[src/rtl/sum_accumulator.sv]
// Batch accumulator for a 7-bit adder result {cout,s}: sums N_SAMPLES results, then holds them until downstream accepts.
// Define SUM_ACCUMULATOR_SATURATE_EN to clamp the sum at its maximum value; by default the sum wraps and sets a sticky overflow flag.
//
// state    | meaning
// ---------+--------------------------------------------------------------
// ST_ACCUM | accepting samples, building the batch sum
// ST_HOLD  | batch complete, result presented until out_ready
module sum_accumulator #(
   parameter int N_SAMPLES = 4,
   parameter int ACC_W     = 12
) (
   input  logic             clk,
   input  logic             rst_n,
   input  logic             clr,
   input  logic             in_valid,
   output logic             in_ready,
   input  logic [5:0]       s,
   input  logic             cout,
   output logic             out_valid,
   input  logic             out_ready,
   output logic [ACC_W-1:0] acc,
   output logic             ovf,
   output logic [7:0]       cnt
);

   typedef enum logic {
      ST_ACCUM = 1'b0,
      ST_HOLD  = 1'b1
   } state_t;

   localparam int            LP_SUM_W = ACC_W + 1;
   localparam logic [7:0]    LP_LAST  = 8'(N_SAMPLES - 1);

   state_t             r_state;
   state_t             w_state_nxt;
   logic [ACC_W-1:0]   r_acc;
   logic               r_ovf;
   logic [7:0]         r_cnt;
   logic               w_accept;
   logic               w_drain;
   logic [ACC_W:0]     w_sum;
   logic [ACC_W-1:0]   w_acc_nxt;
   logic               w_ovf_nxt;

   always_ff @(posedge clk or negedge rst_n) begin
      if (!rst_n) begin
         r_state <= ST_ACCUM;
      end else begin
         r_state <= w_state_nxt;
      end
   end

   always_comb begin
      w_state_nxt = r_state;
      in_ready    = 1'b0;
      out_valid   = 1'b0;
      case (r_state)
         ST_ACCUM: begin
            in_ready = ~clr;
            if (in_valid && !clr && (r_cnt == LP_LAST)) begin
               w_state_nxt = ST_HOLD;
            end
         end
         ST_HOLD: begin
            out_valid = 1'b1;
            if (out_ready) begin
               w_state_nxt = ST_ACCUM;
            end
         end
         default: w_state_nxt = ST_ACCUM;
      endcase
      // clr discards the batch regardless of state or handshake
      if (clr) begin
         w_state_nxt = ST_ACCUM;
      end
   end

   assign w_accept = in_valid & in_ready;
   assign w_drain  = (r_state == ST_HOLD) & out_ready;
   assign w_sum    = {1'b0, r_acc} + LP_SUM_W'({cout, s});

   always_comb begin
      w_acc_nxt = w_sum[ACC_W-1:0];
      w_ovf_nxt = r_ovf | w_sum[ACC_W];
`ifdef SUM_ACCUMULATOR_SATURATE_EN
      if (w_sum[ACC_W]) begin
         w_acc_nxt = '1;
      end
`endif
   end

   always_ff @(posedge clk or negedge rst_n) begin
      if (!rst_n) begin
         r_acc <= '0;
         r_ovf <= 1'b0;
         r_cnt <= 8'd0;
      end else if (clr || w_drain) begin
         r_acc <= '0;
         r_ovf <= 1'b0;
         r_cnt <= 8'd0;
      end else if (w_accept) begin
         r_acc <= w_acc_nxt;
         r_ovf <= w_ovf_nxt;
         r_cnt <= r_cnt + 8'd1;
      end
   end

   assign acc = r_acc;
   assign ovf = r_ovf;
   assign cnt = r_cnt;

endmodule

[config.mk]
export PLATFORM = sky130hd
export DESIGN_NAME = sum_accumulator
export DESIGN_NICKNAME = d
export VERILOG_FILES = /design/src/rtl/sum_accumulator.sv
export SDC_FILE = /design/constraint.sdc
export NUM_CORES = 1
export LEC_CHECK = 0
export ABC_CLOCK_PERIOD_IN_PS = 1700
export CORE_MARGIN = 5
export CORE_UTILIZATION = 30
export CTS_BUF_LIST = sky130_fd_sc_hd__clkbuf_16
export DETAILED_ROUTE_END_ITERATION = 10
export GPL_ROUTABILITY_DRIVEN = 0
export SYNTH_ARGS = -nofsm -noshare
export SYNTH_HDL_FRONTEND = slang
export SYNTH_SLANG_ARGS = --single-unit
[constraint.sdc]
create_clock -name clk -period 1.7 [get_ports clk]
set_input_delay 0.255 -clock clk [delete_from_list [all_inputs] [get_ports clk]]
set_output_delay 0.255 -clock clk [all_outputs]
set_load 0.01 [all_outputs]
==> key figures <==
Global route
  – Total gr overflow: 0
  – Total Routing Usage GR: 12.6%
  – First-pass GRT wire length: 5.60 mm
  – Largest net degree at the start of global routing: 23
  – Vias in the first global route: 1200
  – Initial antenna violation count: 0

STA
  – Worst slew pin tran: 0.307 ns
  – Final setup violation count: 5
  – RSZ-0062 raised after global routing: yes
  – Hold slack: 0.353 ns
  – Final Hold Violating Endpoints: 0
  – Fin crit share: 104%
  – Final TNS setup: -0.223 ns
  – Clock period minus worst slack: 1.77 ns
  – Final WS setup: -0.0700 ns
  – Slew margin rel.: 79.4%
  – Max frequency: 565 MHz
  – Max Clock Skew: 0.00419 ns
  – Fin. max-slew vios: 0

Logic synthesis
  – Post-Syn Area: 0.00127 mm²
  – Seq/Total Area, Yosys: 43.3%
  – Yosys warnings: 0
  – Unique cell type count in the Yosys netlist: 30
  – Top_reg_cell synth: dfrtp_1
  – Top cells by count, synth: dfrtp_1 (22), nand2_1 (15), o21ai_0 (10)
  – Most area-consuming cells after synthesis: dfrtp_1 (43%), ha_1 (7.9%), nand2_1 (4.4%)
  – Largest area contributor in the netlist: dfrtp_1
  – Post-synth top area share: 43.3%
  – Synth Register Bits: 22
  – Syn avg cell area: 10.0 µm²
  – Asr flop ratio synth: 100%
  – Mapped Cells: 127
  – Cell with the most instances after synthesis: dfrtp_1
  – Post-synth EDFFs: 0
  – Post-Syn Nets: 148

Finish
  – Final Non-Filler Cells: 235
  – # nets final: 208
  – N_diodes: 0
  – Number of fill cells: 358
  – Area of the multi-input gates: 781 µm²
  – Register area: 551 µm²
  – Share of layout cells above drive strength 1: 22.2%
  – Area growth syn-to-layout: 56.8%

Route
  – Vias per cell: 5.11
  – WL per Instance: 14.9 µm
  – Final WL: 3.49 mm
  – Final ANT Viol Nets: 0
  – DRC violations left: 0
  – 1st-iter DRT viols: 71
  – Drt pass-1 iters: 4
  – Via count: 1200

Worst setup path
  – CP required: 1.88 ns
  – Worst Setup Path Type: register to register
  – CP endpoint kind: register
  – Worst-path maximum fanout: 2
  – Critical path arrival: 1.95 ns
  – Startpoint types: register

Placement
  – Placed cells: 228
  – PortBufs: 34
  – Post-DP HPWL: 2.55 mm

Clock tree
  – TritonCTS clock tree: done
  – Clock Latency Late Sink: 0.25 ns
  – Longest Clk Path Bufs: 2
  – H-tree depth: 1
  – CTS Root Cell: clkbuf_16
  – Cts hold-fix bufs: 0
  – Cts bufs inserted: 3
  – Clock tree sinks: 22
  – Clock-pin slew on the worst setup and hold paths: 0.06 ns

Floorplanning
  – I/O pin count: 35
  – Die Ht: 75.1 µm
  – Initial Utilization: 31.3%
  – Total die area: 0.00564 mm²
  – Core area: 0.00406 mm²
  – # rows: 23
  – Die W: 75.1 µm

Power and ir drop
  – VDD IR max: 0.380 mV
  – Lkg Pwr: 0.893 nW
  – Pwr Density: 848 mW/mm²

Run
  – Max-cap violation count: 0

Run status
  – Status: finished, violations left
  – Failing checks: setup timing

Hold path
  – HP Class: primary input to asynchronous set/reset pin
final cells by class:
type	count	area share, %
clock buffers	3	3.77
inverters	1	0.188
multi-input cells	102	39.2
flip-flops and latches	22	27.6
well taps	50	3.14
repair buffers	57	26.1
state kept, by name, indices dropped and copies added, names as in the netlist:
name     cells
acc         12
ovf          1
r_state      1
cnt          8
per-layer routing:
layer	track usage, %	share of wire, %	vias up
li1	-	-	588
met2	21.3	48	31
met3	2.40	4.6	6
met1	16.4	45	575
met4	3.75	1.9	0
met5	0	0	-
cell families (layout without fill, tap and decap cells):
| logic type | count (synthesis) | after routing | share of synthesized area, % |
|---|---|---|---|
| buffers and inverters | 3 | 61 | 1.48 |
| adders and majority gates | 9 | 9 | 9.45 |
| and+or+nand+nor | 45 | 45 | 18.7 |
| AOI/OAI and AO/OA | 34 | 34 | 16.9 |
| DFF | 22 | 22 | 43.3 |
| muxes | 5 | 5 | 3.94 |
| xor gates and xnor gates | 9 | 9 | 6.20 |
worst max-delay path, stage by stage, from the launching register on:
cell       delay, ns
dfrtp_1         0.41
ha_4            0.18
fa_2            0.35
a211oi_2        0.27
o211ai_1        0.15
o2111ai_1       0.14
mux2i_1         0.21
timing repair:
| item | in CTS | in global routing |
|---|---|---|
| gates cloned | 0 | 0 |
| gates resized for setup | 2 | 13 |
| pin swaps | 1 | 10 |
| setup buffers | 0 | 4 |
| endpoints found under the setup margin | 8 | 9 |
| hold endpoints to repair | 0 | 0 |
final timing paths:
check,startpoint,slack [ns],to,cells past startpoint
max in group asynchronous,rst_n,1.11,acc[1]$_DFFE_PN0P_,2
max reg2reg,acc[0]$_DFFE_PN0P_,-0.07,acc[8]$_DFFE_PN0P_,6
min in group clk,s[2],0.51,acc[2]$_DFFE_PN0P_,4
min,rst_n,0.35,r_state$_DFF_PN0_,2
max,acc[0]$_DFFE_PN0P_,-0.07,acc[8]$_DFFE_PN0P_,6
min reg2reg,acc[10]$_DFFE_PN0P_,0.51,acc[10]$_DFFE_PN0P_,1
metrics by stage:
step | setup slack, ns | utilization (%) | power [mW] | area (µm²)
after floorplan | -0.0114 | - | 0.870 | 1280
after global placement | -0.325 | 44.7 | 1.11 | 1810
after detailed placement | -0.386 | 44.7 | 1.12 | 1810
after CTS | -0.0898 | 46.6 | 1.63 | 1890
after global routing | -0.148 | 49.1 | 1.77 | 1990
final | -0.0700 | 49.1 | 1.69 | 1990
layout by cell type, fill, tap and decap left out, drive strengths merged, types with 2 or more instances in the layout:
cell | Yosys | routed
a22o | 3 | 3
nand2 | 15 | 15
a21oi | 8 | 8
clkdlybuf4s50 | 0 | 31
nand3 | 6 | 6
o21ai | 10 | 10
xor2 | 4 | 4
xnor2 | 5 | 5
o211ai | 5 | 5
ha | 8 | 8
a21o | 3 | 3
a211oi | 3 | 3
nor2 | 10 | 10
nor3 | 4 | 4
clkbuf | 1 | 3
and3 | 2 | 2
dfrtp | 22 | 22
dlymetal6s2s | 0 | 2
nand4 | 4 | 4
buf | 1 | 23
mux2i | 5 | 5
report_power, final:
| group | total (mW) | switching (mW) | internal [mW] |
|---|---|---|---|
| logic | 0.585 | 0.262 | 0.323 |
| registers | 0.611 | 0.0479 | 0.563 |
| clock network | 0.495 | 0.184 | 0.311 |
No activity file was read; power rests on OpenSTA's default activity.
